===== src/rtl/completo_gpio_pkg.sv =====
// Shared constants for the completo_gpio AXI4-Lite GPIO peripheral.
package completo_gpio_pkg;

  localparam int unsigned GPIO_W  = 8;
  localparam int unsigned ADDR_W  = 32;
  localparam int unsigned DATA_W  = 32;
  localparam int unsigned SEL_BIT = 2;

  localparam logic REG_DATA = 1'b0;
  localparam logic REG_DIR  = 1'b1;

endpackage


===== src/rtl/completo_gpio_pin_bank.sv =====
// GPIO pin bank: output/direction registers, input sampling and the effective pin view.
module completo_gpio_pin_bank
  import completo_gpio_pkg::*;
(
  input  logic              clock,
  input  logic              reset,
  input  logic [GPIO_W-1:0] pindata,
  input  logic              wr_en,
  input  logic              wr_sel,
  input  logic [GPIO_W-1:0] wr_data,
  output logic [GPIO_W-1:0] Tx,
  output logic [GPIO_W-1:0] DSE,
  output logic [GPIO_W-1:0] Rx,
  output logic [GPIO_W-1:0] datanw
);

  logic [GPIO_W-1:0] pin_q;

  always_ff @(posedge clock or posedge reset) begin
    if (reset) begin
      Tx    <= '0;
      DSE   <= '0;
      Rx    <= '0;
      pin_q <= '0;
    end else begin
      pin_q <= pindata;
      Rx    <= pindata & ~DSE;
      if (wr_en && (wr_sel == REG_DATA)) Tx  <= wr_data;
      if (wr_en && (wr_sel == REG_DIR))  DSE <= wr_data;
    end
  end

  // Output pins reflect Tx, input pins reflect the sampled pad value.
  always_comb begin
    datanw = (Tx & DSE) | (pin_q & ~DSE);
  end

endmodule


===== src/rtl/completo_gpio.sv =====
// AXI4-Lite slave front end for the GPIO pin bank: independent AW/W capture,
// write response, and single-beat registered reads.
module completo_gpio
  import completo_gpio_pkg::*;
(
  input  logic              clock,
  input  logic              reset,
  input  logic [ADDR_W-1:0] WAddress,
  input  logic              AWvalid,
  output logic              AWready,
  input  logic [DATA_W-1:0] Wdata,
  input  logic              Wvalid,
  output logic              Wready,
  output logic              Bvalid,
  input  logic              Bready,
  input  logic [ADDR_W-1:0] RAddress,
  input  logic              ARvalid,
  output logic              ARready,
  output logic [DATA_W-1:0] Rdata,
  output logic              Rvalid,
  input  logic              Rready,
  input  logic [GPIO_W-1:0] pindata,
  output logic [GPIO_W-1:0] Tx,
  output logic [GPIO_W-1:0] DSE,
  output logic [GPIO_W-1:0] Rx,
  output logic [GPIO_W-1:0] datanw
);

  logic              aw_cap, w_cap;
  logic              aw_sel_q;
  logic [GPIO_W-1:0] wdata_q;
  logic              bvalid_q, rvalid_q;
  logic [GPIO_W-1:0] rdata_q;
  logic              wr_en;

  // Only the select bit and the low data byte carry meaning.
  logic unused_bits;
  assign unused_bits = ^{WAddress, RAddress, Wdata[DATA_W-1:GPIO_W]};

  assign wr_en   = aw_cap & w_cap;
  assign AWready = ~aw_cap & ~bvalid_q;
  assign Wready  = ~w_cap & ~bvalid_q;
  assign ARready = ~rvalid_q;
  assign Bvalid  = bvalid_q;
  assign Rvalid  = rvalid_q;
  assign Rdata   = {{(DATA_W - GPIO_W){1'b0}}, rdata_q};

  always_ff @(posedge clock or posedge reset) begin
    if (reset) begin
      aw_cap   <= 1'b0;
      w_cap    <= 1'b0;
      aw_sel_q <= 1'b0;
      wdata_q  <= '0;
      bvalid_q <= 1'b0;
      rvalid_q <= 1'b0;
      rdata_q  <= '0;
    end else begin
      if (bvalid_q && Bready) bvalid_q <= 1'b0;

      if (wr_en) begin
        aw_cap   <= 1'b0;
        w_cap    <= 1'b0;
        bvalid_q <= 1'b1;
      end else begin
        if (AWvalid && AWready) begin
          aw_cap   <= 1'b1;
          aw_sel_q <= WAddress[SEL_BIT];
        end
        if (Wvalid && Wready) begin
          w_cap   <= 1'b1;
          wdata_q <= Wdata[GPIO_W-1:0];
        end
      end

      // Sampled before the pin bank updates, so a same-edge write is not visible.
      if (ARvalid && ARready) begin
        rvalid_q <= 1'b1;
        rdata_q  <= (RAddress[SEL_BIT] == REG_DIR) ? DSE : datanw;
      end else if (rvalid_q && Rready) begin
        rvalid_q <= 1'b0;
      end
    end
  end

  completo_gpio_pin_bank u_pin_bank (
    .clock   (clock),
    .reset   (reset),
    .pindata (pindata),
    .wr_en   (wr_en),
    .wr_sel  (aw_sel_q),
    .wr_data (wdata_q),
    .Tx      (Tx),
    .DSE     (DSE),
    .Rx      (Rx),
    .datanw  (datanw)
  );

endmodule


===== config.mk =====
export PLATFORM = sky130hd
export DESIGN_NAME = completo_gpio
export DESIGN_NICKNAME = d
export VERILOG_FILES = /design/src/rtl/completo_gpio_pkg.sv /design/src/rtl/completo_gpio_pin_bank.sv /design/src/rtl/completo_gpio.sv
export SDC_FILE = /design/constraint.sdc
export NUM_CORES = 1
export LEC_CHECK = 0
export BUFFER_PORTS_ARGS = -buffer_cell sky130_fd_sc_hd__clkbuf_2
export CAP_MARGIN = 15
export CORE_UTILIZATION = 35
export CTS_CLUSTER_SIZE = 40
export DETAILED_ROUTE_END_ITERATION = 10
export PLACE_DENSITY_LB_ADDON = 0.1
export RECOVER_POWER = 100
export SLEW_MARGIN = 20
export SYNTH_ARGS = -nofsm -noshare
export SYNTH_HDL_FRONTEND = slang
export SYNTH_HIERARCHICAL = 1
export SYNTH_SLANG_ARGS = --single-unit
export TNS_END_PERCENT = 100

===== constraint.sdc =====
create_clock -name clock -period 1.3 [get_ports clock]
set_clock_uncertainty 0.1 [all_clocks]
set_input_delay 0.26 -clock clock [delete_from_list [all_inputs] [get_ports clock]]
set_output_delay 0.26 -clock clock [all_outputs]
set_load 0.01 [all_outputs]

==> impl_results.md <==
- #FFs+latches synth: 53
- CTS tree: done
- Final Setup Violations: 52
- Hold Path Class: input pin to register
- Sequential area share after synthesis: about three fifths
- Diode count: 0
- Clock root buffer: clkbuf_8
- Syn Area/Cell: between 10 and 15 µm²
- Initial Util: 36.1%
- Port bufs: 69
- Gate power share: a little over half
- Largest net degree at the start of global routing: 21
- Failing checks: setup timing
- Max-slew violation count: 0
- Hold Path Origin: Rready
- Kind of start point of the critical path: register
- Pint: 6.02 mW
- Power Density: 2420 nW/µm²
- Syn Std Cell Area: 2280 µm²
- IO Count: 180
- Die ar.: 6840 µm²
- # fillers: 561
- Worst r2r dst: rdata_q[7]
- Final ANT Viol Nets: 0
- Nets: 399
- First-pass GRT wire length: roughly 7700 µm
- Syn-to-layout area delta: 56.4%
- Run status: finished with violations
- Worst-path cell chain: mux2_4, buf_6, buf_8
- Die span in x: 82.7 µm
- R2R Path Start: u_pin_bank/DSE[7]
- DP Area: 2970 µm²
- CTS max path bufs: 2
- Hold path endpoint: Rvalid
- Worst EP required: 0.94 ns
- DR iter-0 viols: 30
- Routed len/inst: 13.6 µm
- Critical path depth: 3
- Final setup TNS: -7.05 ns
- DRC: 0
- Final-report hold violation count: 0
- Worst Path Arrival: around 1.3 ns
- Sw Share: 30.3%
- Core Region: approximately 6300 µm²
- Routed vias/inst: 4.26
- Fraction of layout instances using a drive strength above 1: a little under three fifths
- Worst Setup Path Type: register to output pin
- Worst-Skew Late Latency: around 0.3 ns
- Fin crit share: 124%
- Crit path max fanout: 2
- LEAKAGE: 1.78 nW
- Synth cell types: 17
- Slowest stage cell on the critical path: dfrtp_1
- Crit path max-delay family: flip-flops
- Max_cap viols: 0
- Commonest non-fill, non-tap cells in the layout: 52 x dfrtp_1, 46 x buf_6, 38 x mux2_4, 28 x clkbuf_1, 25 x clkbuf_2
- Clk slew on worst S/H paths: 0.09 ns
- FF-to-FF path depth: 4
- Switch Pwr: 2.62 mW
- WP buf/inv: 2
- GRT Util Overall: about 16%
- 1st-pass router iterations: 2
- GPL Wtd Cong: 0.692
- Clock tree sinks: 53
- H-tree depth: 2
- RSZ-0062 raised after global routing: true
- Design Power: 8.64 mW
- Final instance area: 3570 µm²
- Part of the power in registers: 32.2%
- Vias: 1558
- Synth Warn #: 6
- Clock power share: between 10% and 20%
- Number of cells produced by synthesis: 155
- Initial antenna violation count: 0
- Drt total wl: 4990 µm
- Die Height: 82.7 µm
- WHS Path Cells: 2
- Vias in the first global route: 1557
- Maximum clock frequency: approximately 0.62 GHz
- Peak supply drop: 1.20 mV
- Row count: 29
- Commonest non-fill, non-tap cell in the layout: dfrtp_1
- Crit end category: output pin
- Min cycle time layout: between 1.5 and 2 ns
- CP peak stage delay: 0.41 ns
- GRT overflow: 0
- Final worst-path setup slack: -0.310 ns
- R2r setup slk: -0.25 ns
- Total CTS buffers: 5
- Post-detail-place hpwl: 3500 µm
sequential cells by signal (all words and copies together), names as in the netlist:
name,flops
w_cap,1
u_pin_bank/Rx,8
aw_cap,1
Bvalid,1
u_pin_bank/pin_q,8
u_pin_bank/DSE,8
rdata_q,8
wdata_q,8
Rvalid,1
u_pin_bank/Tx,8
aw_sel_q,1
power groups by stage:
stage / Clock [mW] / Combinational, mW / Sequential [mW]
6_report: 1.14 / 4.72 / 2.78
3_3_place_gp: 0 / 3.42 / 2.75
5_1_grt: 1.24 / 5.09 / 2.87
2_1_floorplan: 0 / 1.60 / 3.03
4_1_cts: 1.18 / 4.21 / 2.80
3_5_place_dp: 0 / 3.44 / 2.77
worst max-delay path by stage:
stage,from,to,slack [ns]
global placement,u_pin_bank/DSE[2],rdata_q[2],-0.12
CTS,u_pin_bank/DSE[7],datanw[7],-0.32
detailed placement,u_pin_bank/DSE[6],rdata_q[6],-0.12
global route,u_pin_bank/DSE[1],datanw[1],-0.36
floorplan,u_pin_bank/DSE[0],rdata_q[0],-0.19
finish,u_pin_bank/DSE[7],datanw[7],-0.31
logic make-up (layout without fill, tap and decap cells):
| logic type | after synthesis | after routing | share of synthesized area, % |
|---|---|---|---|
| buffers and inverters | 32 | 143 | 9.65 |
| flip-flops | 53 | 53 | 58.1 |
| AND/OR/NAND/NOR | 16 | 16 | 5.10 |
| AO/OA/AOI/OAI | 4 | 4 | 1.43 |
| other | 1 | 24 | 0.164 |
| multiplexers | 49 | 49 | 25.5 |
timing repair:
item | CTS | global route
setup endpoints to repair | 60 | 61
cloned | 0 | 0
pin swaps | 4 | 3
hold endpoints to repair | 44 | 0
gates resized for setup | 46 | 59
buffers inserted | 11 | 13
hold buffers | 9 | 0
area by class of cell:
| type | instances | area, µm² | area share, % |
|---|---|---|---|
| inverters | 5 | 18.8 | 0.526 |
| clock buffers | 7 | 86.3 | 2.42 |
| well taps | 77 | 96.3 | 2.70 |
| repair buffers | 130 | 1040 | 29.1 |
| clock inverters | 1 | 30.0 | 0.842 |
| flip-flops and latches | 53 | 1330 | 37.2 |
| multi-input cells | 93 | 970 | 27.2 |
metrics by stage:
step / setup slack (ns) / instances / hold slack, ns / util, %
final: -0.310 / 366 / 0.0289 / 56.5
after global routing: -0.360 / 366 / 0.0393 / 56.5
after CTS: -0.316 / 358 / 0.0221 / 54.4
after detailed placement: -0.124 / 333 / 0.0903 / 47.0
after global placement: -0.117 / 333 / 0.0915 / 47.0
after floorplan: -0.188 / 178 / 0.136 / -
synth_stat cells, drive strengths merged:
cell type  instances  area share (%)
buf               27             8.8
nor3b              2             1.2
nor2b             10             3.1
inv                5            0.82
o21bai             2            0.66
dfrtp             53              58
nand2              1            0.27
nor2               2            0.33
conb               1            0.16
and2               1            0.27
a21o               2            0.77
mux2              49              26
routing by layer:
layer | share of wire, % | wire length (µm) | global-route usage [%]
met1 | 49 | 2430 | 22.1
met2 | 44 | 2170 | 23.0
met3 | 6.8 | 341 | 4.40
met4 | 0.92 | 46 | 4.14
met5 | 0 | 0 | 0
No activity file was read; power rests on OpenSTA's default activity.
